### src/rtl/div_sequencer_pkg.sv
// Shared types and sizing helpers for the divider front-end sequencer.
package div_sequencer_pkg;

  // Sequencer phases: wait for work, pulse the divider, wait for result, hand result out.
  typedef enum logic [1:0] {
    ST_IDLE  = 2'd0,
    ST_ISSUE = 2'd1,
    ST_WAIT  = 2'd2,
    ST_RESP  = 2'd3
  } seq_state_e;

  // div_n is a fixed 4-bit field on the divider interface.
  localparam int unsigned DIV_N_W = 4;

  // Bits needed to hold values 0..max_val inclusive (counters that must reach max_val).
  function automatic int unsigned cnt_width(input int unsigned max_val);
    if (max_val < 32'd2) begin
      return 32'd1;
    end else begin
      return $clog2(max_val + 32'd1);
    end
  endfunction

  // Bits needed to index n entries (pointers that wrap mod n).
  function automatic int unsigned ptr_width(input int unsigned n);
    if (n < 32'd2) begin
      return 32'd1;
    end else begin
      return $clog2(n);
    end
  endfunction

endpackage

### src/rtl/div_req_fifo.sv
// Request FIFO: holds {dividend, divisor} pairs until the sequencer is free.
// Registered count drives full/empty, so a push into an empty FIFO is only
// visible as non-empty from the following cycle (no bypass path).
module div_req_fifo
  import div_sequencer_pkg::*;
#(
  parameter int unsigned DW    = 8,
  parameter int unsigned DEPTH = 4
) (
  input  logic          clk,
  input  logic          rst,
  input  logic          push,
  input  logic          pop,
  input  logic [DW-1:0] wr_data,
  output logic [DW-1:0] rd_data,
  output logic          full,
  output logic          empty
);

  localparam int unsigned PW = ptr_width(DEPTH);
  localparam int unsigned CW = cnt_width(DEPTH);

  logic [DW-1:0] mem_q [DEPTH];
  logic [PW-1:0] wr_ptr_q, wr_ptr_d;
  logic [PW-1:0] rd_ptr_q, rd_ptr_d;
  logic [CW-1:0] count_q, count_d;
  logic          push_s;
  logic          pop_s;

  assign full    = (count_q == CW'(DEPTH));
  assign empty   = (count_q == '0);
  assign push_s  = push & ~full;
  assign pop_s   = pop & ~empty;
  assign rd_data = mem_q[rd_ptr_q];

  // Next pointer and occupancy; pointers wrap naturally since DEPTH is a power of two.
  always_comb begin
    wr_ptr_d = wr_ptr_q;
    rd_ptr_d = rd_ptr_q;
    count_d  = count_q;
    if (push_s) begin
      wr_ptr_d = wr_ptr_q + PW'(1);
    end else begin
      wr_ptr_d = wr_ptr_q;
    end
    if (pop_s) begin
      rd_ptr_d = rd_ptr_q + PW'(1);
    end else begin
      rd_ptr_d = rd_ptr_q;
    end
    case ({push_s, pop_s})
      2'b10:   count_d = count_q + CW'(1);
      2'b01:   count_d = count_q - CW'(1);
      default: count_d = count_q;
    endcase
  end

  // Pointer and count registers.
  always_ff @(posedge clk or negedge rst) begin
    if (!rst) begin
      wr_ptr_q <= '0;
      rd_ptr_q <= '0;
      count_q  <= '0;
    end else begin
      wr_ptr_q <= wr_ptr_d;
      rd_ptr_q <= rd_ptr_d;
      count_q  <= count_d;
    end
  end

  // Storage array; written only on an accepted push.
  always_ff @(posedge clk or negedge rst) begin
    if (!rst) begin
      for (int i = 0; i < int'(DEPTH); i++) begin
        mem_q[i] <= '0;
      end
    end else if (push_s) begin
      mem_q[wr_ptr_q] <= wr_data;
    end else begin
      mem_q[wr_ptr_q] <= mem_q[wr_ptr_q];
    end
  end

endmodule

### src/rtl/div_sequencer.sv
// Front end for the iterative divider: queues operand pairs, issues them one
// at a time, captures the result (or a watchdog timeout) and returns it on a
// valid/ready response port.
module div_sequencer
  import div_sequencer_pkg::*;
#(
  parameter int unsigned WIDTH   = 4,
  parameter int unsigned DEPTH   = 4,
  parameter int unsigned TIMEOUT = 64
) (
  input  logic               clk,
  input  logic               rst,
  input  logic               req_valid,
  output logic               req_ready,
  input  logic [WIDTH-1:0]   req_dividend,
  input  logic [WIDTH-1:0]   req_divisor,
  output logic               div_go,
  output logic [WIDTH-1:0]   div_dividend,
  output logic [WIDTH-1:0]   div_divisor,
  output logic [DIV_N_W-1:0] div_n,
  input  logic               div_done,
  input  logic [WIDTH-1:0]   div_quotient,
  input  logic [WIDTH-1:0]   div_remainder,
  input  logic               div_error,
  output logic               rsp_valid,
  input  logic               rsp_ready,
  output logic [WIDTH-1:0]   rsp_quotient,
  output logic [WIDTH-1:0]   rsp_remainder,
  output logic               rsp_error,
  output logic               rsp_timeout,
  output logic               busy
);

  localparam int unsigned WDW = cnt_width(TIMEOUT);

  seq_state_e         state_q, state_d;
  logic               div_go_q, div_go_d;
  logic [WIDTH-1:0]   opa_q, opa_d;
  logic [WIDTH-1:0]   opb_q, opb_d;
  logic [WDW-1:0]     wdog_q, wdog_d;
  logic               rsp_valid_q, rsp_valid_d;
  logic [WIDTH-1:0]   rsp_quot_q, rsp_quot_d;
  logic [WIDTH-1:0]   rsp_rem_q, rsp_rem_d;
  logic               rsp_err_q, rsp_err_d;
  logic               rsp_tout_q, rsp_tout_d;

  logic               push_s;
  logic               pop_s;
  logic [2*WIDTH-1:0] fifo_rd_s;
  logic               fifo_full_s;
  logic               fifo_empty_s;

  // req_ready comes only from the registered count, so a full FIFO refuses a
  // push even in a cycle where an entry is being popped.
  assign req_ready = ~fifo_full_s;
  assign push_s    = req_valid & req_ready;

  div_req_fifo #(
    .DW    (2 * WIDTH),
    .DEPTH (DEPTH)
  ) u_fifo (
    .clk     (clk),
    .rst     (rst),
    .push    (push_s),
    .pop     (pop_s),
    .wr_data ({req_dividend, req_divisor}),
    .rd_data (fifo_rd_s),
    .full    (fifo_full_s),
    .empty   (fifo_empty_s)
  );

  assign div_go        = div_go_q;
  assign div_dividend  = opa_q;
  assign div_divisor   = opb_q;
  assign div_n         = DIV_N_W'(WIDTH);
  assign rsp_valid     = rsp_valid_q;
  assign rsp_quotient  = rsp_quot_q;
  assign rsp_remainder = rsp_rem_q;
  assign rsp_error     = rsp_err_q;
  assign rsp_timeout   = rsp_tout_q;
  assign busy          = (state_q != ST_IDLE) | ~fifo_empty_s;

  // Next-state, pop control, watchdog and result capture for the issue FSM.
  always_comb begin
    state_d     = state_q;
    div_go_d    = 1'b0;
    opa_d       = opa_q;
    opb_d       = opb_q;
    wdog_d      = wdog_q;
    rsp_valid_d = rsp_valid_q;
    rsp_quot_d  = rsp_quot_q;
    rsp_rem_d   = rsp_rem_q;
    rsp_err_d   = rsp_err_q;
    rsp_tout_d  = rsp_tout_q;
    pop_s       = 1'b0;

    case (state_q)
      ST_IDLE: begin
        if (!fifo_empty_s) begin
          // Operands stay on div_dividend/div_divisor until the next pop.
          pop_s    = 1'b1;
          opa_d    = fifo_rd_s[2*WIDTH-1 -: WIDTH];
          opb_d    = fifo_rd_s[WIDTH-1:0];
          div_go_d = 1'b1;
          state_d  = ST_ISSUE;
        end else begin
          state_d  = ST_IDLE;
        end
      end

      ST_ISSUE: begin
        wdog_d  = '0;
        state_d = ST_WAIT;
      end

      ST_WAIT: begin
        wdog_d = wdog_q + WDW'(1);
        // wdog_q is zero only in the first WAIT cycle, where div_done may
        // still be the level left over from the previous operation.
        if ((wdog_q != '0) && div_done) begin
          rsp_quot_d  = div_quotient;
          rsp_rem_d   = div_remainder;
          rsp_err_d   = div_error;
          rsp_tout_d  = 1'b0;
          rsp_valid_d = 1'b1;
          state_d     = ST_RESP;
        end else if (wdog_q == WDW'(TIMEOUT - 32'd1)) begin
          rsp_quot_d  = '0;
          rsp_rem_d   = '0;
          rsp_err_d   = 1'b1;
          rsp_tout_d  = 1'b1;
          rsp_valid_d = 1'b1;
          state_d     = ST_RESP;
        end else begin
          state_d     = ST_WAIT;
        end
      end

      ST_RESP: begin
        if (rsp_ready) begin
          rsp_valid_d = 1'b0;
          state_d     = ST_IDLE;
        end else begin
          rsp_valid_d = 1'b1;
          state_d     = ST_RESP;
        end
      end

      default: begin
        rsp_valid_d = 1'b0;
        state_d     = ST_IDLE;
      end
    endcase
  end

  // FSM, operand, watchdog and response registers.
  always_ff @(posedge clk or negedge rst) begin
    if (!rst) begin
      state_q     <= ST_IDLE;
      div_go_q    <= 1'b0;
      opa_q       <= '0;
      opb_q       <= '0;
      wdog_q      <= '0;
      rsp_valid_q <= 1'b0;
      rsp_quot_q  <= '0;
      rsp_rem_q   <= '0;
      rsp_err_q   <= 1'b0;
      rsp_tout_q  <= 1'b0;
    end else begin
      state_q     <= state_d;
      div_go_q    <= div_go_d;
      opa_q       <= opa_d;
      opb_q       <= opb_d;
      wdog_q      <= wdog_d;
      rsp_valid_q <= rsp_valid_d;
      rsp_quot_q  <= rsp_quot_d;
      rsp_rem_q   <= rsp_rem_d;
      rsp_err_q   <= rsp_err_d;
      rsp_tout_q  <= rsp_tout_d;
    end
  end

endmodule
### config.mk
export PLATFORM = sky130hd
export DESIGN_NAME = div_sequencer
export DESIGN_NICKNAME = d
export VERILOG_FILES = /design/src/rtl/div_sequencer_pkg.sv /design/src/rtl/div_req_fifo.sv /design/src/rtl/div_sequencer.sv
export SDC_FILE = /design/constraint.sdc
export NUM_CORES = 1
export LEC_CHECK = 0
export ABC_AREA = 1
export BUFFER_PORTS_ARGS = -buffer_cell sky130_fd_sc_hd__buf_2
export CAP_MARGIN = 20
export CELL_PAD_IN_SITES_DETAIL_PLACEMENT = 1
export CELL_PAD_IN_SITES_GLOBAL_PLACEMENT = 2
export CORE_MARGIN = 2
export CORE_UTILIZATION = 33
export DETAILED_ROUTE_END_ITERATION = 10
export PLACE_DENSITY = 0.76
export REMOVE_ABC_BUFFERS = 1
export SLEW_MARGIN = 10
export SYNTH_ARGS = -nofsm -noshare
export SYNTH_HDL_FRONTEND = slang
export SYNTH_SLANG_ARGS = --single-unit
### constraint.sdc
create_clock -name clk -period 2.66 [get_ports clk]
set_clock_uncertainty 0.2 [all_clocks]
set_input_delay 0.399 -clock clk [delete_from_list [all_inputs] [get_ports clk]]
set_output_delay 0.399 -clock clk [all_outputs]
set_load 0.01 [all_outputs]
; Yosys cells after proc, flatten, opt, wreduce, memory -nomap -nowiden
; Cells that the tools add are included.
[word_totals]
wordCells = 83
out_inout_bits = 26
ff_bits = 68
inputBits = 22
[classes]
addsub = 5
eq_ne = 8
n_reduce_logical = 13
n_bitwise = 8
n_lt_le_gt_ge = 3
mux = 29
[op_table]
columns = operator, count
row1 = 32-bit bitwise mux, 2
row2 = 8-bit two-way mux, 5
row3 = 8-bit binary-select mux with 2-bit select, 2
row4 = 32-bit two-way mux, 1
row5 = 8-bit demux with 2-bit select, 1
row6 = 7-bit case mux with 2 select lines, 1
row7 = 4-bit two-way mux, 3
row8 = 1-bit two-way mux, 10
row9 = 2-bit nonzero test, 5
row10 = 2-bit case mux with 4 select lines, 1
row11 = 7-bit by 1-bit adder with 7-bit output (second input constant), 1
row12 = 7-bit by 6-bit equality test with 1-bit output (second input constant), 1
row13 = 7-bit nonzero test, 1
row14 = 2-bit equality test (second input constant), 3
row15 = 3-bit >= comparator (second input constant), 2
row16 = 2-bit NOT with 3-bit output, 2
row17 = 3-bit case mux with 2 select lines, 1
row18 = 2-bit AND reduction, 3
row19 = 2-bit by 1-bit adder with 2-bit output (second input constant), 2
row20 = 2-bit by 1-bit equality test with 1-bit output (second input constant), 2
row21 = 3-bit by 1-bit adder with 3-bit output (second input constant), 1
row22 = 1-bit AND, 3
row23 = 3-bit equality test (second input constant), 1
row24 = 3-bit logical NOT, 1
row25 = other kinds (9), 11

; Logic depth before layout (Yosys ltp)
[logic_depth]
word_depth = 7
depth_mapped = 10
ltp_nobuf = 10

; By module
; Synthesis repeated with hierarchy kept, for this count alone.
[unflattened]
hier_cells = 545
area_unflattened_um2 = 3997.6
[by_module_without_submodules]
columns = module, cells_each, area_each_um2, n_inst
row1 = div_req_fifo, 371, 2483.6, 1
row2 = div_sequencer, 174, 1514.0, 1

; Worst setup path before layout
; No wires, ideal clock.
[synth_path]
path_kind = reg2reg
from = register state_q[1]
to = register u_fifo.count_q[2]
stages_incl_launch_ff = 10
setup_slack_ps = 488
t_arrival_ps = 1841
period_less_slack_ps = 2172
cell_sequence = dfrtp_1 -> inv_1 -> ha_1 -> nand2_2 -> inv_2 -> ha_1 -> fa_1 -> a21oi_1 -> o21ai_0 -> xor2_1
[synth_between]
elab_chain_cells = 5
elab_cells_between_ends = 7
[synth_rtl]
columns = item, line
row1 = from (decl), div_sequencer.sv:36  ; seq_state_e state_q, state_d;
row2 = from (signal assigned), div_sequencer.sv:170  ; state_q <= state_d;
row3 = 2-bit logical NOT *, --
row4 = 1-bit two-way mux *, --
row5 = named net div_go_d, div_sequencer.sv:37  ; logic div_go_q, div_go_d;
row6 = 1-bit AND *, div_req_fifo.sv:33  ; assign pop_s = pop & ~empty;
row7 = 2-bit by 1-bit equality test with 1-bit output or 2-bit equality test (tied branches), div_req_fifo.sv:51  ; case ({push_s, pop_s})
row8 = 3-bit case mux with 2 select lines or 2-bit nonzero test (tied branches), --
row9 = to (signal assigned), div_req_fifo.sv:67  ; count_q <= count_d;
row10 = to (decl), div_req_fifo.sv:26  ; logic [CW-1:0] count_q, count_d;
; The timed path passes the listed nets; every way through them passes the cells marked *.
; A chain may end at the register's enable or synchronous reset.

; Worst setup path after layout
; Same ends and word-level chain as after synthesis.

==> flow_metrics.py <==
metrics = {
    "run_status": {
        "status": "complete, no violations",
    },
    "yosys": {
        "syn_area_sq_um": 3950,
        "seq_area_frac_synth_pct": 43.1,
        "yosys_warnings": 0,
        "synth_area_per_cell_sq_um": 7.43,
        "ys_seq_elements": 68,
        "syn_inst": 531,
        "yosysUniqueCellTypes": 32,
    },
    "pwr": {
        "p_sw_share_pct": 45.7,
        "power_frac_clock_pct": 18.5,
        "vdd_ir_drop_max_v": 0.000368,
        "pwr-share-comb_pct": 49.1,
        "p_seq_share_pct": 32.5,
        "p_sw_mw": 2.75,
        "p_int_mw": 3.27,
        "power_density_nw_per_um2": 1310,
        "leakage_nw": 2.67,
    },
    "sta": {
        "finalHoldViolCount": 0,
        "layout_min_cycle_time_ns": 2.15,
        "fin_ws_ns": 0.508,
        "tightest_slew_ns": 0.713,
        "setup_tns_ns": 0,
        "finalCritPeriodShare_pct": 80.9,
        "rsz0062_at_grt": "false",
        "relSlewSlack_pct": 52.4,
        "slew_violations": 0,
        "setup-violations-final": 0,
        "fmax_ghz": 0.465,
    },
    "clock_network": {
        "root_buffer": "clkbuf_16",
        "worstSkewPairLatency_ns": 0.34,
        "path_clk_slew_ns": 0.05,
        "cts_tree": "built",
        "post_cts_buffers": 0,
        "clock-sinks": 68,
        "cts.repair.resized": 0,
        "cts.path.max_buffers": 2,
        "cts_buffers": 9,
        "h-tree-depth": 3,
    },
    "finish": {
        "multi_input_area_sq_um": 1830,
        "finalNetCount": 613,
        "regArea_sq_um": 1700,
        "drive_gt1_share_pct": 18.0,
        "fillers": 1442,
        "antenna_cells": 0,
        "area_delta_synth_final_pct": 16.6,
        "fin_cells": 726,
        "final_area_sq_um": 4600,
    },
    "global_routing": {
        "grt_usage_pct": 18.7,
        "grt_antenna_before_repair": 0,
        "grt_first_pass_wirelength_um": 18400,
        "grt_overflow": 0,
        "first_global_vias": 3594,
        "grt_max_degree": 38,
    },
    "critical_path": {
        "reg2regPathDepth": 9,
        "required_ns": 2.67,
        "r2r_start": "state_q[1]",
        "crit_type": "register to register",
        "r2r_setup_slack_ns": 0.51,
        "r2r-end": "u_fifo.count_q[2]",
        "critPathMaxFanout": 4,
        "worst_setup_path_start_kind": "register",
        "worstPathArrival_ns": 2.16,
        "cp-end-kind": "register",
    },
    "die": {
        "die_area_sq_um": 12800,
        "coreArea_sq_um": 11600,
        "dieWidth_um": 113,
        "die_h_um": 113,
        "io_pins": 48,
        "rows": 39,
        "start_util_pct": 34.1,
    },
    "hold_path": {
        "holdPathStages": 3,
        "holdCritStartpoint": "div_remainder[1]",
        "hold_end": "rsp_remainder[1]",
        "worst_hold_path_type": "input port to register",
    },
    "place": {
        "dp_slack_ns": 0.488,
        "placedInstanceArea_sq_um": 4320,
        "dp.cells": 710,
        "hpwlAfterDp_um": 7680,
        "place_congestion": 0.745,
        "io_buffers": 43,
    },
    "routing": {
        "dr.first_iter.drc_count": 140,
        "wirelength_um": 10900,
        "drc_errors": 0,
        "drtPass1Iterations": 4,
        "via_per_inst": 4.70,
        "vias": 3411,
        "ant_nets": 0,
        "wl_per_cell_um": 15.0,
    },
    "flow_run": {
        "cap_violations": 0,
    },
}
==> how the worst max path moves through the flow <==
stage	start	cells after the start	end	slack [ns]
after floorplan	state_q[1]	9	u_fifo.count_q[2]	0.49
after global placement	state_q[1]	9	u_fifo.count_q[2]	0.57
after detailed placement	state_q[1]	9	u_fifo.count_q[2]	0.49
after CTS	state_q[1]	9	u_fifo.count_q[2]	0.48
after global routing	state_q[1]	9	u_fifo.count_q[2]	0.30
final	state_q[1]	9	u_fifo.count_q[2]	0.51
==> area by class of cell <==
class / instances / share of cell area [%]
clock buffers: 13 / 5.66
multi-input cells: 366 / 39.7
clock inverters: 2 / 0.218
well taps: 143 / 3.89
flip-flops and latches: 68 / 37.0
repair buffers: 55 / 6.96
inverters: 79 / 6.61
==> stage by stage <==
stage	util, %	total power [mW]	hold slack (ns)
after floorplan	-	3.87	-0.0966
after global placement	37.4	4.85	0.257
after detailed placement	37.4	4.97	0.261
after CTS	39.8	6.13	0.0872
after global routing	39.8	6.68	0.106
final	39.8	6.02	0.0954
==> state kept, by name, summed over array words and instances (netlist names) <==
signal           flops
rsp_valid            1
u_fifo.mem_q        32
rsp_quotient         4
div_divisor          4
u_fifo.wr_ptr_q      2
rsp_remainder        4
rsp_error            1
wdog_q               7
div_dividend         4
div_go               1
rsp_timeout          1
u_fifo.count_q       3
state_q              2
u_fifo.rd_ptr_q      2
==> kinds of logic (layout without fill, tap and decap cells) <==
logic type | count (synthesis) | in the layout | synth area share, %
other cells | 2 | 4 | 0.190
compound gates | 45 | 45 | 6.66
fa+ha+maj | 12 | 12 | 3.99
flops | 68 | 68 | 43.1
xor+xnor | 4 | 4 | 0.888
simple gates | 301 | 301 | 34.3
buf+inv | 99 | 149 | 10.8
==> critical path: stages (launching register included) <==
cell     delay (ns)
dfrtp_1        0.37
inv_1          0.09
ha_1           0.21
nand2_2        0.09
inv_2          0.04
ha_1           0.23
fa_1           0.39
a21oi_1        0.14
o21ai_0        0.11
xor2_1         0.15
==> placed cells by master, fill, tap and decap left out, drive strengths merged <==
| cell | count |
|---|---|
| nand2 | 228 |
| inv | 79 |
| dfrtp | 68 |
| buf | 54 |
| nand3 | 36 |
| nor2 | 18 |
| a21oi | 16 |
| o21ai | 14 |
| o211ai | 13 |
| clkbuf | 13 |
| ha | 11 |
| nand3b | 8 |
| or2 | 8 |
| conb | 4 |
| xor2 | 3 |
| a211oi | 2 |
| clkinv | 2 |
| nor3 | 2 |
| nand4 | 1 |
| xnor2 | 1 |
| fa | 1 |
| dlygate4sd3 | 1 |
==> cell usage after synthesis <==
master,n,share of area (%)
o211ai_1,13,2.5
or2_1,5,0.79
nor3_1,1,0.13
xor2_1,3,0.67
a21oi_1,16,2.0
buf_2,8,1.0
dfrtp_1,68,43
nand2_4,2,0.57
ha_1,11,3.5
or2_2,3,0.48
nor2_2,4,0.63
fa_1,1,0.51
o21ai_0,14,1.8
inv_2,6,0.57
nand2_2,11,1.7
nor2_4,1,0.29
nand3_4,2,0.89
nand3_2,7,1.8
nand3b_1,8,1.5
a211oi_1,2,0.38
buf_6,2,0.57
nand2_1,215,20
inv_8,1,0.29
buf_4,6,1.1
xnor2_1,1,0.22
nor2_1,13,1.2
clkbuf_1,4,0.38
nand3_1,27,3.4
nand4_1,1,0.16
inv_1,72,6.8
nor3_2,1,0.25
conb_1,2,0.19
==> power groups by stage <==
stage	Clock, mW	Combinational (mW)	Sequential [mW]
after floorplan	0	1.92	1.95
after global placement	0	2.90	1.95
after detailed placement	0	3.00	1.97
after CTS	1.14	3.03	1.96
after global routing	1.19	3.46	2.03
final	1.11	2.95	1.95
==> timing repair <==
action,4_1_cts,5_1_grt
endpoints found under the setup margin,0,0
endpoints found under the hold margin,68,0
hold buffers,1,0
==> routing by layer <==
metal	wire length, um	track usage [%]	vias up
li1	-	-	1719
met1	5450	26.0	1635
met2	5070	30.1	46
met3	228	2.57	11
met4	171	6.34	0
met5	0	0	-
Note: power is estimated with default switching activity, not from simulation.
